==> src/rtl/adder_pkg.sv <==
// ----------------------------------------------------------------------------
// adder_pkg
//   Shared types and helpers for the round-robin adder arbiter.
//   - ADD_WIDTH : operand/sum width of the shared adder
//   - ArbState  : arbiter FSM state encoding
//   - wrap_add  : cyclic index addition used by the rr pointer and picker
// ----------------------------------------------------------------------------
package adder_pkg;

  localparam int ADD_WIDTH = 25;

  typedef enum logic [1:0] {
    ARB_IDLE    = 2'd0,
    ARB_ISSUE   = 2'd1,
    ARB_RELEASE = 2'd2
  } ArbState;

  // (v + k) mod n, assuming v < n and k < n so one subtraction suffices.
  function automatic int wrap_add(input int v, input int k, input int n);
    int s;
    s = v + k;
    return (s >= n) ? (s - n) : s;
  endfunction

endpackage

==> src/rtl/adder_rr_arbiter_rr_pick.sv <==
// ----------------------------------------------------------------------------
// rr_pick
//   Combinational round-robin picker: finds the first set bit of elig at or
//   after index ptr, wrapping cyclically.
// Ports:
//   elig  in   NUM_REQ          eligible clients
//   ptr   in   clog2(NUM_REQ)   search start index
//   index out  clog2(NUM_REQ)   selected client (0 when none)
//   any   out  1                at least one client eligible
// ----------------------------------------------------------------------------
module rr_pick
  import adder_pkg::*;
#(
  parameter int NUM_REQ = 4
) (
  input  logic [NUM_REQ-1:0]         elig,
  input  logic [$clog2(NUM_REQ)-1:0] ptr,
  output logic [$clog2(NUM_REQ)-1:0] index,
  output logic                       any
);

  localparam int IDW = $clog2(NUM_REQ);

  logic [IDW-1:0] cand;

  // Scan from the farthest offset down to offset 0 so the candidate closest
  // to ptr is the last one written and therefore wins.
  always_comb begin
    index = '0;
    any   = 1'b0;
    cand  = '0;
    for (int k = NUM_REQ - 1; k >= 0; k--) begin
      cand = IDW'(wrap_add(int'(ptr), k, NUM_REQ));
      if (elig[cand]) begin
        index = cand;
        any   = 1'b1;
      end
    end
  end

endmodule

==> src/rtl/adder_rr_arbiter.sv <==
// ----------------------------------------------------------------------------
// adder_rr_arbiter
//   Round-robin arbiter sharing one REQ/ACK adder among NUM_REQ clients.
//   Grants one client, latches its operands, runs the 4-phase handshake to the
//   adder and returns sum/carry with a one-cycle ack to the granted client.
//
// Optional feature: define ADD_ARB_TIMEOUT_EN to abort an ISSUE phase that
//   sees no add_ack within TIMEOUT_CYC cycles (adds port cli_err).
//
// Ports:
//   CLK, RSTN          clock; synchronous active-low reset
//   cli_req            per-client level request
//   cli_a, cli_b       packed client operands, client i at [i*WIDTH +: WIDTH]
//   cli_ack            one-hot done pulse
//   cli_z, cli_cout    result, valid only with cli_ack
//   cli_err            timeout abort flag with cli_ack (ADD_ARB_TIMEOUT_EN)
//   gnt_id             current/last granted client
//   busy               FSM not in ARB_IDLE
//   add_req/a/b        registered request and operands to the adder
//   add_ack/z/cout     adder ack pulse and result
//
// FSM states:
//   state       | meaning
//   ARB_IDLE    | waiting for an eligible client
//   ARB_ISSUE   | add_req held high, waiting for add_ack (or timeout)
//   ARB_RELEASE | add_req low, cli_ack/cli_z valid for one cycle
// ----------------------------------------------------------------------------
module adder_rr_arbiter
  import adder_pkg::*;
#(
  parameter int NUM_REQ = 4,
  parameter int WIDTH   = ADD_WIDTH
`ifdef ADD_ARB_TIMEOUT_EN
  ,
  parameter int TIMEOUT_CYC = 16
`endif
) (
  input  logic                       CLK,
  input  logic                       RSTN,
  input  logic [NUM_REQ-1:0]         cli_req,
  input  logic [NUM_REQ*WIDTH-1:0]   cli_a,
  input  logic [NUM_REQ*WIDTH-1:0]   cli_b,
  output logic [NUM_REQ-1:0]         cli_ack,
  output logic [WIDTH-1:0]           cli_z,
  output logic                       cli_cout,
`ifdef ADD_ARB_TIMEOUT_EN
  output logic                       cli_err,
`endif
  output logic [$clog2(NUM_REQ)-1:0] gnt_id,
  output logic                       busy,
  output logic                       add_req,
  output logic [WIDTH-1:0]           add_a,
  output logic [WIDTH-1:0]           add_b,
  input  logic                       add_ack,
  input  logic [WIDTH-1:0]           add_z,
  input  logic                       add_cout
);

  localparam int IDW = $clog2(NUM_REQ);

  ArbState              state_q, state_d;
  logic [NUM_REQ-1:0]   served_q, served_d;
  logic [IDW-1:0]       ptr_q, ptr_d;
  logic [IDW-1:0]       gnt_id_q, gnt_id_d;
  logic [NUM_REQ-1:0]   cli_ack_q, cli_ack_d;
  logic [WIDTH-1:0]     cli_z_q, cli_z_d;
  logic                 cli_cout_q, cli_cout_d;
  logic                 add_req_q, add_req_d;
  logic [WIDTH-1:0]     add_a_q, add_a_d;
  logic [WIDTH-1:0]     add_b_q, add_b_d;

  logic [NUM_REQ-1:0]   elig;
  logic [IDW-1:0]       pick_idx;
  logic                 pick_any;
  logic [NUM_REQ-1:0]   gnt_onehot;
  logic [IDW-1:0]       ptr_next;

`ifdef ADD_ARB_TIMEOUT_EN
  localparam int TW = $clog2(TIMEOUT_CYC + 1);
  logic                 cli_err_q, cli_err_d;
  logic [TW-1:0]        tmo_q, tmo_d;
`endif

  assign elig       = cli_req & ~served_q;
  assign gnt_onehot = {{(NUM_REQ-1){1'b0}}, 1'b1} << gnt_id_q;
  assign ptr_next   = IDW'(wrap_add(int'(gnt_id_q), 1, NUM_REQ));

  rr_pick #(
    .NUM_REQ (NUM_REQ)
  ) u_rr_pick (
    .elig  (elig),
    .ptr   (ptr_q),
    .index (pick_idx),
    .any   (pick_any)
  );

  always_comb begin
    state_d    = state_q;
    ptr_d      = ptr_q;
    gnt_id_d   = gnt_id_q;
    add_req_d  = add_req_q;
    add_a_d    = add_a_q;
    add_b_d    = add_b_q;
    // Result outputs are pulses: they default to zero every cycle.
    cli_ack_d  = '0;
    cli_z_d    = '0;
    cli_cout_d = 1'b0;
`ifdef ADD_ARB_TIMEOUT_EN
    cli_err_d  = 1'b0;
    tmo_d      = tmo_q;
`endif
    // A served bit survives only while its client keeps requesting, so a
    // client has to drop req for at least one cycle to become eligible again.
    served_d   = (served_q | cli_ack_q) & cli_req;

    case (state_q)
      ARB_IDLE: begin
        if (pick_any) begin
          gnt_id_d  = pick_idx;
          add_a_d   = cli_a[pick_idx*WIDTH +: WIDTH];
          add_b_d   = cli_b[pick_idx*WIDTH +: WIDTH];
          add_req_d = 1'b1;
`ifdef ADD_ARB_TIMEOUT_EN
          tmo_d     = TW'(TIMEOUT_CYC - 1);
`endif
          state_d   = ARB_ISSUE;
        end
      end

      ARB_ISSUE: begin
        if (add_ack) begin
          cli_z_d    = add_z;
          cli_cout_d = add_cout;
          cli_ack_d  = gnt_onehot;
          add_req_d  = 1'b0;
          ptr_d      = ptr_next;
          state_d    = ARB_RELEASE;
        end
`ifdef ADD_ARB_TIMEOUT_EN
        else if (tmo_q == '0) begin
          cli_ack_d  = gnt_onehot;
          cli_err_d  = 1'b1;
          add_req_d  = 1'b0;
          ptr_d      = ptr_next;
          state_d    = ARB_RELEASE;
        end else begin
          tmo_d      = tmo_q - TW'(1);
        end
`endif
      end

      ARB_RELEASE: begin
        add_req_d = 1'b0;
        state_d   = ARB_IDLE;
      end

      default: begin
        add_req_d = 1'b0;
        state_d   = ARB_IDLE;
      end
    endcase
  end

  always_ff @(posedge CLK) begin
    if (!RSTN) begin
      state_q    <= ARB_IDLE;
      served_q   <= '0;
      ptr_q      <= '0;
      gnt_id_q   <= '0;
      cli_ack_q  <= '0;
      cli_z_q    <= '0;
      cli_cout_q <= 1'b0;
      add_req_q  <= 1'b0;
      add_a_q    <= '0;
      add_b_q    <= '0;
`ifdef ADD_ARB_TIMEOUT_EN
      cli_err_q  <= 1'b0;
      tmo_q      <= '0;
`endif
    end else begin
      state_q    <= state_d;
      served_q   <= served_d;
      ptr_q      <= ptr_d;
      gnt_id_q   <= gnt_id_d;
      cli_ack_q  <= cli_ack_d;
      cli_z_q    <= cli_z_d;
      cli_cout_q <= cli_cout_d;
      add_req_q  <= add_req_d;
      add_a_q    <= add_a_d;
      add_b_q    <= add_b_d;
`ifdef ADD_ARB_TIMEOUT_EN
      cli_err_q  <= cli_err_d;
      tmo_q      <= tmo_d;
`endif
    end
  end

  assign cli_ack  = cli_ack_q;
  assign cli_z    = cli_z_q;
  assign cli_cout = cli_cout_q;
  assign gnt_id   = gnt_id_q;
  assign busy     = (state_q != ARB_IDLE);
  assign add_req  = add_req_q;
  assign add_a    = add_a_q;
  assign add_b    = add_b_q;
`ifdef ADD_ARB_TIMEOUT_EN
  assign cli_err  = cli_err_q;
`endif

endmodule
==> config.mk <==
export PLATFORM = sky130hd
export DESIGN_NAME = adder_rr_arbiter
export DESIGN_NICKNAME = d
export VERILOG_FILES = /design/src/rtl/adder_pkg.sv /design/src/rtl/adder_rr_arbiter_rr_pick.sv /design/src/rtl/adder_rr_arbiter.sv
export SDC_FILE = /design/constraint.sdc
export NUM_CORES = 1
export LEC_CHECK = 0
export CAP_MARGIN = 10
export CORE_MARGIN = 3
export CORE_UTILIZATION = 30
export DETAILED_ROUTE_END_ITERATION = 7
export GPL_TIMING_DRIVEN = 1
export PLACE_DENSITY = 0.8
export SLEW_MARGIN = 5
export SYNTH_ARGS = -nofsm -noshare
export SYNTH_HDL_FRONTEND = slang
export SYNTH_SLANG_ARGS = --single-unit
==> constraint.sdc <==
create_clock -name CLK -period 2.05 [get_ports CLK]
set_input_delay 0.3075 -clock CLK [delete_from_list [all_inputs] [get_ports CLK]]
set_output_delay 0.3075 -clock CLK [all_outputs]
set_load 0.01 [all_outputs]
# [Word-level counts from Yosys, hierarchy flattened]
# Index checks and enable logic that the tools add are counted.
# Widths: inputs -> output; s select.
[totals] ff_bits=91 input_bits=233 output_inout_bits=84 elab_cells=72
[classes] add_sub_neg=9 multipliers=1 n_lt_le_gt_ge=9 eq_ne=3 shift=3 mux=27 bitwise=4 reduce_logical=6
[op_table] operator="$shiftx 100x8->25" n=2
[op_table] operator="$mux 2" n=11
[op_table] operator="$ge 3x3->1 const B" n=4
[op_table] operator="$lt 2x3->1 const B" n=4
[op_table] operator="$mux 1" n=10
[op_table] operator="$sub 2x1->2 const B" n=5
[op_table] operator="$and 4x4->4" n=2
[op_table] operator="$bmux 1 s2" n=4
[op_table] operator="$mul 2x5->7 const B" n=1
[op_table] operator="$add 2x1->3 const B" n=2
[op_table] operator="$add 2x2->3 const B" n=2
[op_table] operator="$reduce_and 2->1" n=3
[op_table] operator="$ne 2x2->1 const B" n=2
[op_table] operator="$not 4->4" n=1
[op_table] operator="$or 4x4->4" n=1
[op_table] operator="$pmux 2 s2" n=1
[op_table] operator="$shl 1x2->4 const A" n=1
[op_table] operator="$ge 2x3->1 const B" n=1
[op_table] operator="$reduce_and 3->1" n=1
[op_table] operator="$eq 2x1->1 const B" n=1
[op_table] operator="$logic_not 2->1" n=1
[op_table] operator="$pmux 1 s2" n=1
[op_table] operator="$reduce_bool 2->1" n=1

# [Depth between registers and ports, before layout]
[depth] ltp_word=11 mapped_depth=8 depth_no_buf=5

# [By module]
# Synthesis repeated with hierarchy kept, for this count alone.
[hier_totals] hier_cells=294 hier_area_um2=4075.2
[modules_own_cells] mod="adder_rr_arbiter" n_inst=1 cells_each=281 area_per_inst_um2=3997.6
[modules_own_cells] mod="rr_pick" n_inst=1 cells_each=13 area_per_inst_um2=77.6

# [Least setup slack after synthesis]
# No wires, ideal clock.
[synth_timing] kind="input-to-reg" startpoint="input cli_req[2]" endpoint="register add_b_q[10], in the netlist add_b[10]" setup_ps=117 arrival_time_ps=1871 required_ps=1933 setup_slack_ps=62 path_stages=7 path_cell_list="or2b_2 -> o22ai_1 -> o32a_1 -> buf_6 -> buf_8 -> mux4_2 -> a22o_1"
[synth_between] elab_chain_cells=9 elab_cells_between_ends=20
[synth_lines] element="from (decl)" line="adder_rr_arbiter.sv:40" text="input logic [NUM_REQ-1:0] cli_req,"
[synth_lines] element="$and 4x4->4 *" line="adder_rr_arbiter.sv:84" text="assign elig = cli_req & ~served_q;"
[synth_lines] element="$bmux 1 s2" line="adder_rr_arbiter_rr_pick.sv:34" text="if (elig[cand]) begin"
[synth_lines] element="$mux 1 (not written as such)" line="adder_rr_arbiter_rr_pick.sv:34"
[synth_lines] element="$mux 2 (4 in series)" line="adder_rr_arbiter_rr_pick.sv:34"
[synth_lines] element="$mul 2x5->7" line="adder_rr_arbiter.sv:121" text="add_b_d = cli_b[pick_idx*WIDTH +: WIDTH];"
[synth_lines] element="$shiftx 100x8->25" line="adder_rr_arbiter.sv:121"
[synth_lines] element="to (signal assigned)" line="adder_rr_arbiter.sv:175" text="add_b_q <= '0;"
[synth_lines] element="to (signal assigned)" line="adder_rr_arbiter.sv:190" text="add_b_q <= add_b_d;"
[synth_lines] element="to (decl)" line="adder_rr_arbiter.sv:70" text="logic [WIDTH-1:0] add_b_q, add_b_d;"
# Every way passes the cells marked *; elsewhere a longest branch is shown, timed or not. The select of a mux whose other input is x is not followed.
# A chain may end at the register's enable or synchronous reset.

# [Worst setup path in the final report]
[layout_timing] startpoint="register served_q[2]" endpoint="register add_a_q[20], in the netlist add_a[20]"
[layout_between] elab_chain_cells=10 elab_cells_between_ends=21
[layout_lines] element="from (decl)" line="adder_rr_arbiter.sv:62" text="logic [NUM_REQ-1:0] served_q, served_d;"
[layout_lines] element="from (signal assigned)" line="adder_rr_arbiter.sv:182" text="served_q <= served_d;"
[layout_lines] element="$not 4->4 *" line="adder_rr_arbiter.sv:84"
[layout_lines] element="$and 4x4->4 *" line="adder_rr_arbiter.sv:84"
[layout_lines] element="$bmux 1 s2" line="adder_rr_arbiter_rr_pick.sv:34"
[layout_lines] element="$mux 1 (not written as such)" line="adder_rr_arbiter_rr_pick.sv:34"
[layout_lines] element="$mux 2 (4 in series)" line="adder_rr_arbiter_rr_pick.sv:34"
[layout_lines] element="$mul 2x5->7" line="adder_rr_arbiter.sv:120" text="add_a_d = cli_a[pick_idx*WIDTH +: WIDTH];"
[layout_lines] element="$shiftx 100x8->25" line="adder_rr_arbiter.sv:120"
[layout_lines] element="to (signal assigned)" line="adder_rr_arbiter.sv:174" text="add_a_q <= '0;"
[layout_lines] element="to (signal assigned)" line="adder_rr_arbiter.sv:189" text="add_a_q <= add_a_d;"
[layout_lines] element="to (decl)" line="adder_rr_arbiter.sv:69" text="logic [WIDTH-1:0] add_a_q, add_a_d;"
# Marked as above.

==> flow_summary.toml <==
[setup_path]
critPathKind = "reg -> reg"
cp_slowest_cell = "mux4_2"
required_ns = 2.28
crit_path_start_kind = "register"
r2r-end = "add_a[20]$_SDFFE_PN0P_"
reg2reg_depth = 7
cpPeakStageDelay_ns = 0.50
reg2reg_from = "served_q[2]$_SDFF_PN0_"
path_max_fanout = 5
cp_common_cell = "buf_12"
crit_chain = "or2b_4 -> o22ai_4 -> o32a_4 -> buf_12 -> buf_12 -> mux4_2 -> a22o_1"
arrival_ns = 2.33
cp.depth = 7
worst_setup_path_end_kind = "register"
r2r_slack_ns = -0.05
cp.buffers_inverters = 2
crit_family = "compound AO/OA/AOI/OAI gates"

[sta]
finClkSkew_ns = 0.0111
finalSetupViolCount = 20
finalCritPeriodShare_pct = 102
setup_ws_ns = -0.0497
tightest_slew_ns = 0.303
rsz0062_at_grt = "yes"
relSlewSlack_pct = 79.8
min_period_ns = 2.10
final-max-slew-violation-count = 0
hold_violations = 0
fmax_mhz = 476

[floorplan]
die_y_um = 123
ios = 317
die-width_um = 123
start_util_pct = 30.8
rows = 42
die-area_um2 = 15100
core_area_um2 = 13300

[place]
place_area_um2 = 7580
gp_congestion = 0.899
dp_hpwl_um = 13100
port_buffers = 316
dp_cells = 823

[layout]
nets = 901
utilization_pct = 60.9
multi_input_area_um2 = 2140
final_cells = 850
area_growth_pct = 98.0
layout_common_cells = "clkdlybuf4s50_1, dfxtp_1, mux2i_1"
final_common_cell = "clkdlybuf4s50_1"
nFillCells = 1075
drive_gt1_share_pct = 14.3
regArea_um2 = 1800
fin_area_um2 = 8100

[synthesis]
synth_cell_types = 38
synth-edff-count = 0
ys_ff_latch = 90
syn-mean-instance-area_um2 = 12.2
ys_warn_count = 0
synth-seq-area-share_pct = 44.1
syn_nets = 569
syn_inst = 336
ys_async_sr_fraction_pct = 0
ys.flop_type = "dfxtp_1"
synthesis.area_um2 = 4090

[status]
outcome = "finished, violations left"
failed_checks = "negative setup slack"

[clock_network]
path_clk_slew_ns = 0.07
cts_hold_buf = 0
cts-root-buf = "clkbuf_16"
clk_latency_ns = 0.35
cts_buffers = 9
cts_tree = "built"
cts.sinks = 90
h-tree-depth = 3
clk_path_buf_depth = 2

[global_route]
grt-ovfl-total = 0
grt_use_total_pct = 21.2
grt_pass1_vias = 4361
grt_max_degree = 34
grt_first_pass_wirelength_um = 24100
antenna_found_initial = 1

[drt]
routed-wl-met2_um = 8710
ant_nets = 0
wl_um = 16800
dr.pass1.iters = 4
wl_met1_um = 6070
post-route-drc-count = 0
drtIter0Drc = 143
dr_total_vias = 4238
via_per_inst = 4.99
wire_per_inst_um = 19.7
dr_wl_met3_um = 1620
maxUsedRoutingLayer = "met4"

[hold_path]
worst_hold_path.endpoint = "served_q[0]$_SDFF_PN0_"
worstHoldStart = "cli_req[0]"
hold-path-cell-count = 2
hp-class = "in -> reg"

[pwr]
power.total_mw = 5.57
peakVddDrop_uv = 375
power_density_nw_per_um2 = 687
p_leak_nw = 3.24

[flow_run]
cap_violations = 0
==> flip-flops by register name, summed over array words and instances, names as in the netlist <==
name and cells:
gnt_id 2, served_q 4, cli_ack 4, cli_cout 1
ptr_q 2, add_a 25, cli_z 25, add_b 25
state_q 2
==> what timing repair did <==
item | in CTS | in global routing
pin swaps | 3 | 2
resized for setup | 16 | 10
endpoints found under the setup margin | 47 | 38
buffers inserted | 7 | 1
gates cloned | 2 | 1
==> how the worst max path moves through the flow <==
stage | startpoint | end | slack (ns)
5_1_grt | served_q[2]$_SDFF_PN0_ | add_a[9]$_SDFFE_PN0P_ | -0.1
3_5_place_dp | cli_req[2] | add_b[9]$_SDFFE_PN0P_ | -0.55
3_3_place_gp | cli_req[2] | add_b[9]$_SDFFE_PN0P_ | -0.55
2_1_floorplan | cli_req[2] | add_b[10]$_SDFFE_PN0P_ | 0.06
6_report | served_q[2]$_SDFF_PN0_ | add_a[20]$_SDFFE_PN0P_ | -0.05
4_1_cts | served_q[2]$_SDFF_PN0_ | add_a[20]$_SDFFE_PN0P_ | -0.06
==> logic make-up (layout without fill, tap and decap cells) <==
group                  Yosys count  in the layout  share of synthesized area, %
AO/OA/AOI/OAI                   64             64                          13.5
XOR/XNOR                         1              1                         0.214
buffers and inverters           34            371                          5.29
flip-flops                      90             90                          44.1
multiplexers                    74             74                          27.1
other                            0              1                             0
AND/OR/NAND/NOR                 73             73                          9.82
==> per-stage QoR <==
| step | TNS [ns] | hold slack [ns] | setup WS (ns) |
|---|---|---|---|
| 2_1_floorplan | 0 | 0.441 | 0.0620 |
| 3_3_place_gp | -21.71 | 0.445 | -0.546 |
| 3_5_place_dp | -23.29 | 0.447 | -0.553 |
| 4_1_cts | -0.715 | 0.312 | -0.0615 |
| 5_1_grt | -1.93 | 0.305 | -0.0999 |
| 6_report | -0.367 | 0.309 | -0.0497 |
==> layout make-up <==
class	count	area share [%]
clock inverter	7	1.04
timing repair buffer	352	44.6
sequential	90	22.3
inverter	3	0.139
tap	176	2.72
multi-input combinational	212	26.4
antenna	1	0.0309
clock buffer	9	2.78
==> where the power goes <==
part           internal [mW]  switching (mW)
sequential              1.92           0.105
combinational           1.18           0.626
clock                  0.972           0.764
==> cell usage after synthesis (4+ instances only) <==
master | number | share of area (%)
a22o_1 | 29 | 6.2
and3_1 | 26 | 4.0
buf_2 | 6 | 0.73
buf_4 | 6 | 1.1
clkbuf_1 | 13 | 1.2
dfxtp_1 | 90 | 44
mux2i_1 | 44 | 11
mux4_2 | 28 | 15
nand2_1 | 24 | 2.2
nor2_1 | 9 | 0.83
o211a_1 | 4 | 0.98
o221ai_1 | 21 | 4.5
==> per-layer routing <==
layer,vias up,GRT usage [%]
met3,26,6.41
met5,-,0
met1,2020,23.8
met4,0,7.98
li1,1964,-
met2,228,37.6
==> worst reg2reg max path, cell delays in order, from the launching register on <==
cell and delay [ns]:
dfxtp_1 0.32, or2b_4 0.29, o22ai_4 0.18, o32a_4 0.25
buf_12 0.11, buf_12 0.12, mux4_2 0.51, a22o_1 0.21
Power figures use the tool's default switching activity.
